--- src/rtl/cache_wbbuf_pkg.sv ---
// Shared types and default geometry for the victim write-back buffer.
// Optional feature macro (used by the other files): CACHE_WBBUF_FORWARD_EN.
package cache_wbbuf_pkg;

   // Default geometry used as parameter defaults by the buffer modules.
   localparam int ENTRIES_DEF = 2;
   localparam int PA_BITS_DEF = 32;
   localparam int LINELEN_DEF = 512;
   localparam int BEATLEN_DEF = 64;

   // Constants derived from the default geometry.
   localparam int BEATS      = LINELEN_DEF / BEATLEN_DEF;
   localparam int LOGBEATS   = $clog2(BEATS);
   localparam int OFFSETLEN  = $clog2(LINELEN_DEF / 8);
   localparam int LOGENTRIES = $clog2(ENTRIES_DEF);

   // Drain engine: waiting for a line, or streaming the head line as a burst.
   typedef enum logic {
      IDLE  = 1'b0,
      BURST = 1'b1
   } drain_state_t;

endpackage

--- src/rtl/cache_wbbuf_match.sv ---
// Address lookup against the buffered lines: one comparator per entry,
// gated by the entry's valid bit. With CACHE_WBBUF_FORWARD_EN defined it
// also returns the line of the youngest matching entry (youngest counted
// backwards from the tail pointer).
module cache_wbbuf_match
   import cache_wbbuf_pkg::*;
#(
   parameter int ENTRIES = ENTRIES_DEF,
   parameter int PA_BITS = PA_BITS_DEF,
   parameter int LINELEN = LINELEN_DEF
) (
   input  logic [ENTRIES-1:0] valid,
   input  logic [PA_BITS-1:0] adrs [ENTRIES],
   input  logic [PA_BITS-1:0] lookup_adr,
   output logic               hit
`ifdef CACHE_WBBUF_FORWARD_EN
   ,
   input  logic [$clog2(ENTRIES)-1:0] tail,
   input  logic [LINELEN-1:0]         lines [ENTRIES],
   output logic [LINELEN-1:0]         data
`endif
);

   localparam int offset_len = $clog2(LINELEN / 8);
   localparam logic [PA_BITS-1:0] line_mask = {PA_BITS{1'b1}} << offset_len;

   logic [PA_BITS-1:0] key;
   logic [ENTRIES-1:0] match;

   // Stored addresses are already line aligned, so only the probe is masked.
   assign key = lookup_adr & line_mask;

   genvar gi;
   for (gi = 0; gi < ENTRIES; gi++) begin : g_cmp
      assign match[gi] = valid[gi] && (adrs[gi] == key);
   end

   assign hit = |match;

`ifdef CACHE_WBBUF_FORWARD_EN
   localparam int log_entries = $clog2(ENTRIES);

   logic [log_entries-1:0] idx;
   logic                   found;

   // Walk from the most recently written slot (tail-1) back to the oldest.
   always_comb begin
      data  = '0;
      found = 1'b0;
      idx   = '0;
      for (int k = 1; k <= ENTRIES; k++) begin
         idx = tail - log_entries'(k);
         if (!found && match[idx]) begin
            data  = lines[idx];
            found = 1'b1;
         end
      end
   end
`endif

endmodule

--- src/rtl/cache_victim_wbbuf.sv ---
// Victim write-back buffer: a small FIFO of evicted dirty lines, drained to
// the bus one beat at a time, with an address lookup for refill hazards.
// Optional feature macro: CACHE_WBBUF_FORWARD_EN (adds LookupData forwarding).
module cache_victim_wbbuf
   import cache_wbbuf_pkg::*;
#(
   parameter int ENTRIES = ENTRIES_DEF,
   parameter int PA_BITS = PA_BITS_DEF,
   parameter int LINELEN = LINELEN_DEF,
   parameter int BEATLEN = BEATLEN_DEF
) (
   input  logic               clk,
   input  logic               reset,
   input  logic               EvictValid,
   output logic               EvictReady,
   input  logic [PA_BITS-1:0] EvictAdr,
   input  logic [LINELEN-1:0] EvictLine,
   output logic               BusReq,
   output logic [PA_BITS-1:0] BusAdr,
   output logic [BEATLEN-1:0] BusWData,
   output logic               BusLast,
   input  logic               BusBeatAck,
   input  logic [PA_BITS-1:0] LookupAdr,
   output logic               LookupHit,
   output logic               Empty,
   output logic               Full
`ifdef CACHE_WBBUF_FORWARD_EN
   ,
   output logic [LINELEN-1:0] LookupData
`endif
);

   localparam int n_beats     = LINELEN / BEATLEN;
   localparam int log_beats   = $clog2(n_beats);
   localparam int log_entries = $clog2(ENTRIES);
   localparam int offset_len  = $clog2(LINELEN / 8);
   localparam int beat_shift  = $clog2(BEATLEN / 8);
   localparam logic [PA_BITS-1:0]   line_mask = {PA_BITS{1'b1}} << offset_len;
   localparam logic [log_beats-1:0] last_beat = log_beats'(n_beats - 1);

   drain_state_t           state_reg, state_next;
   logic [log_beats-1:0]   beat_reg, beat_next;
   logic [log_entries-1:0] head_reg, tail_reg;
   logic [ENTRIES-1:0]     valid_reg;
   logic [PA_BITS-1:0]     adr_mem  [ENTRIES];
   logic [LINELEN-1:0]     line_mem [ENTRIES];
   logic                   push, pop, bursting;

   assign Full       = &valid_reg;
   assign Empty      = ~|valid_reg;
   assign EvictReady = ~Full;

   // Readiness is judged on occupancy at the start of the cycle, so a full
   // buffer that pops this cycle still refuses the offered line.
   assign push     = EvictValid & ~Full;
   assign bursting = (state_reg == BURST);
   assign pop      = bursting & BusBeatAck & BusLast;

   // Line storage: written at the tail on a push, never reset.
   always_ff @(posedge clk) begin
      if (push) begin
         adr_mem[tail_reg]  <= EvictAdr & line_mask;
         line_mem[tail_reg] <= EvictLine;
      end
   end

   // Valid bits and FIFO pointers; push and pop may land in the same cycle.
   always_ff @(posedge clk) begin
      if (reset) begin
         valid_reg <= '0;
         head_reg  <= '0;
         tail_reg  <= '0;
      end else begin
         if (pop) begin
            valid_reg[head_reg] <= 1'b0;
            head_reg            <= head_reg + log_entries'(1);
         end
         if (push) begin
            valid_reg[tail_reg] <= 1'b1;
            tail_reg            <= tail_reg + log_entries'(1);
         end
      end
   end

   // Drain state and beat counter registers.
   always_ff @(posedge clk) begin
      if (reset) begin
         state_reg <= IDLE;
         beat_reg  <= '0;
      end else begin
         state_reg <= state_next;
         beat_reg  <= beat_next;
      end
   end

   // Next-state logic: every burst returns through IDLE, giving a one-cycle
   // bubble before the next line starts.
   always_comb begin
      state_next = state_reg;
      beat_next  = beat_reg;
      case (state_reg)
         IDLE: begin
            if (!Empty) begin
               state_next = BURST;
               beat_next  = '0;
            end
         end
         BURST: begin
            if (BusBeatAck) begin
               if (BusLast) begin
                  state_next = IDLE;
               end else begin
                  beat_next = beat_reg + log_beats'(1);
               end
            end
         end
         default: state_next = IDLE;
      endcase
   end

   // Beat mux: address and data of the current beat of the head line,
   // forced to zero outside a burst.
   always_comb begin
      BusReq   = bursting;
      BusLast  = bursting && (beat_reg == last_beat);
      BusAdr   = '0;
      BusWData = '0;
      if (bursting) begin
         BusAdr   = adr_mem[head_reg] + (PA_BITS'(beat_reg) << beat_shift);
         BusWData = line_mem[head_reg][beat_reg * BEATLEN +: BEATLEN];
      end
   end

   cache_wbbuf_match #(
      .ENTRIES (ENTRIES),
      .PA_BITS (PA_BITS),
      .LINELEN (LINELEN)
   ) u_match (
      .valid      (valid_reg),
      .adrs       (adr_mem),
      .lookup_adr (LookupAdr),
      .hit        (LookupHit)
`ifdef CACHE_WBBUF_FORWARD_EN
      ,
      .tail       (tail_reg),
      .lines      (line_mem),
      .data       (LookupData)
`endif
   );

endmodule
--- config.mk ---
export PLATFORM = sky130hd
export DESIGN_NAME = cache_victim_wbbuf
export DESIGN_NICKNAME = d
export VERILOG_FILES = /design/src/rtl/cache_wbbuf_pkg.sv /design/src/rtl/cache_wbbuf_match.sv /design/src/rtl/cache_victim_wbbuf.sv
export SDC_FILE = /design/constraint.sdc
export NUM_CORES = 1
export LEC_CHECK = 0
export CAP_MARGIN = 20
export CORE_MARGIN = 4
export CORE_UTILIZATION = 58
export CTS_CLUSTER_DIAMETER = 60
export DETAILED_ROUTE_END_ITERATION = 8
export HOLD_SLACK_MARGIN = 0.15
export MAX_ROUTING_LAYER = met4
export PLACE_DENSITY_LB_ADDON = 0.1
export SYNTH_ARGS = -nofsm -noshare
export SYNTH_HDL_FRONTEND = slang
export SYNTH_SLANG_ARGS = --single-unit
--- constraint.sdc ---
create_clock -name clk -period 40.8 [get_ports clk]
set_clock_uncertainty 0.2 [all_clocks]
set_input_delay 4.08 -clock clk [delete_from_list [all_inputs] [get_ports clk]]
set_output_delay 4.08 -clock clk [all_outputs]
set_load 0.02 [all_outputs]
==> flow_summary_export.csv <==
group,metric,value,unit
synthesis,async_reset_ff_share,0,%
hold_path,hold_start,"tail_reg",
sta,worst_pin_slew,1.14,ns
sta,fin_crit_sh,25.9,%
pwr,p_clk_share,38.0,%
synthesis,ys_seq_area_share,77.8,%
floorplan,die_w,276,um
critical_path,crit_family,"buffers and inverters",
floorplan,io_pins,682,
synthesis,yosys-mux-area-fraction,17.5,%
job,max_cap_violations,0,
pwr,switching_share,21.0,%
cts,ctsHoldBuffers,0,
synthesis,netlist_instances,1794,
cts,numCtsBuffers,108,
placement,gp_congestion,0.830,
pwr,combPwrFrac,7.9,%
detailed_routing,drtIter0Drc,1935,
cts,cts_tree,"built",
pwr,p_int,1.92,mW
pwr,power.switching,0.511,mW
critical_path,r2r-start,"valid_reg[1]",
critical_path,ff2ff_setup_slack,35.92,ns
synthesis,netlist_area,41800,um2
cts,cts_resized,0,
global_routing,grt_usage,26.1,%
critical_path,startpoint,"LookupAdr[26]",
cts,htreeDepth,3,
floorplan,rows,98,
status,status,"completed",
synthesis,synth_adder_area_share,0.0599,%
critical_path,start_kind,"primary input",
synthesis,synth_area_per_cell,23.3,um2
final_layout,fin_area,52800,um2
critical_path,crit_arrival,6.30,ns
global_routing,grt_max_degree,171,
global_routing,antenna_found_initial,58,
final_layout,largest_register_ff_count,1024,
synthesis,synth_top_area_cell,"edfxtp_1",
synthesis,synthDominantCellAreaShare,77.3,%
detailed_routing,wl,97700,um
cts,clock-sinks,1085,
pwr,seqPwrFrac,54.1,%
synthesis,yosys_warnings,0,
critical_path,crit_buf_inv,2,
sta,slew_headroom,23.9,%
critical_path,crit_path_top_delay_cell,"clkdlybuf4s50_1",
pwr,ir_worst_vdd,0.0384,mV
floorplan,fp.coreArea,71500,um2
sta,hold_viol,0,
global_routing,grt_pass1_vias,22500,
detailed_routing,vias_per_cell,5.79,
synthesis,synth-main-ff-cell,"edfxtp_1",
synthesis,synth_xor_area_share,1.11,%
pwr,p_leak,16.5,nW
critical_path,max_stage_delay,0.65,ns
critical_path,crit_type,"in -> out",
cts,path_clk_slew,0.06,ns
critical_path,required,36.52,ns
final_layout,fillers,4120,
synthesis,ys_ff_latch,1085,
detailed_routing,vias,20800,
critical_path,crit_fanout,2,
cts,cts_root_buffer,"clkbuf_16",
detailed_routing,remaining_drc_errors,0,
synthesis,synth_edf_count,1076,
placement,postPlaceCellArea,49300,um2
final_layout,drive_above_1_share,17.1,%
critical_path,cpMostUsedCell,"clkdlybuf4s50_1",
synthesis,synth_top_family_by_area,"multiplexers",
synthesis,synth.area.top_cells,"edfxtp_1, mux4_2, mux2i_1",
critical_path,cp_cell_sequence,"clkdlybuf4s50_1, xnor2_1, nand4_1, or4_1, o22ai_1, clkdlybuf4s50_1",
floorplan,die_area,76400,um2
detailed_routing,drt-pass1-iter-count,5,
final_layout,mostFrequentLayoutCell,"edfxtp_1",
synthesis,synth.distinct_cells,33,
sta,maxSlewViolCount,0,
hold_path,holdCritPathClass,"reg -> reg",
global_routing,grt_pass1_wl,143000,um
sta,setup-tns-final,0,ns
placement,portBuffers,666,
cts,clock_latency,0.67,ns
placement,preCtsSetupSlack,30.22,ns
synthesis,synth-compound-area-share,1.10,%
synthesis,synth-simple-area-share,0.922,%
final_layout,final_cell_mix,"edfxtp_1, clkdlybuf4s50_1, mux4_2",
floorplan,die_height,276,um
cts,cts.path.max_buffers,3,
floorplan,initial_core_util,58.5,%
placement,place_hpwl,65000,um
global_routing,gr-total-overflow,0,
detailed_routing,final_antenna_net_count,0,
pwr,p_per_area,46.0,nW/um2
critical_path,endpoint_kind,"output pin",
sta,setup_violations,0,
detailed_routing,avgRoutedWirePerCell,27.2,um
final_layout,area_growth,26.3,%
sta,fmax,94.5,MHz
sta,rsz0062_at_grt,"false",
sta,min_period,10.58,ns
sta,setup_slack,30.22,ns
cts,cts_setup_buffers,0,
final_layout,finalNetCount,3081,
logic make-up (layout without fill, tap and decap cells):
family	count (synthesis)	after routing
DFF	1085	1085
AOI/OAI and AO/OA	74	74
and+or+nand+nor	68	68
muxes	410	410
other	1	66
buffers and inverters	101	890
adders and majority gates	2	2
xor gates and xnor gates	53	53
path summary, 6_finish.rpt:
path                      end  cells past startpoint
max                 LookupHit                      6
min                  tail_reg                      2
max reg2reg  line_mem[0][460]                      7
min reg2reg          tail_reg                      2
stage by stage:
step	std cells	power, mW	util [%]	hold slack, ns
after global routing	3593	2.51	73.8	0.314
final	3598	2.43	73.8	0.281
after global placement	3338	1.52	68.9	0.256
after detailed placement	3338	1.53	68.9	0.278
after CTS	3534	2.44	73.5	0.286
after floorplan	1796	1.45	-	0.240
power groups by stage:
stage	combinational [mW]	sequential, mW	clock [mW]
finish	0.193	1.31	0.921
global route	0.204	1.32	0.990
CTS	0.194	1.31	0.937
detailed placement	0.193	1.34	0
global placement	0.188	1.33	0
floorplan	0.0895	1.36	0
metal layers:
metal | global-route usage [%] | vias up | wire [um]
met5 | - | - | 0
met2 | 44.1 | 752 | 52300
met3 | 7.46 | 128 | 7790
met4 | 7.92 | 0 | 2260
li1 | - | 9138 | -
met1 | 30.9 | 10800 | 35400
worst reg2reg max path, cell delays in order (launching register included):
cell	delay [ns]
dfxtp_1	0.37
nand2_1	0.19
nand2_1	0.09
or2_2	0.35
inv_8	0.56
buf_4	0.96
buf_4	0.82
buf_4	0.91
Yosys cell counts (all sizes together), types with 2 or more instances:
cell and instances:
a21oi 4, nand2 5, inv 3, or4 2, nor2b 26, a22oi 2
ha 2, edfxtp 1076, buf 72, xor2 23, nand3 3, o22ai 65
nand4 9, nor4 4, clkbuf 26, xnor2 30, nor2 10, mux2i 154
mux4 256, nor3 2, dfxtp 9, and2 3
cell type report:
type	instances	area, um2	share of cell area, %
Sequential cell	1085	32500	61.6
Multi-Input combinational cell	610	8670	16.4
Timing Repair Buffer	691	6910	13.1
Clock buffer	132	2810	5.33
Tap cell	950	1190	2.25
Clock inverter	64	494	0.937
Antenna cell	63	158	0.299
Inverter	3	18.8	0.0356
Note: power is estimated with default switching activity, not from simulation.
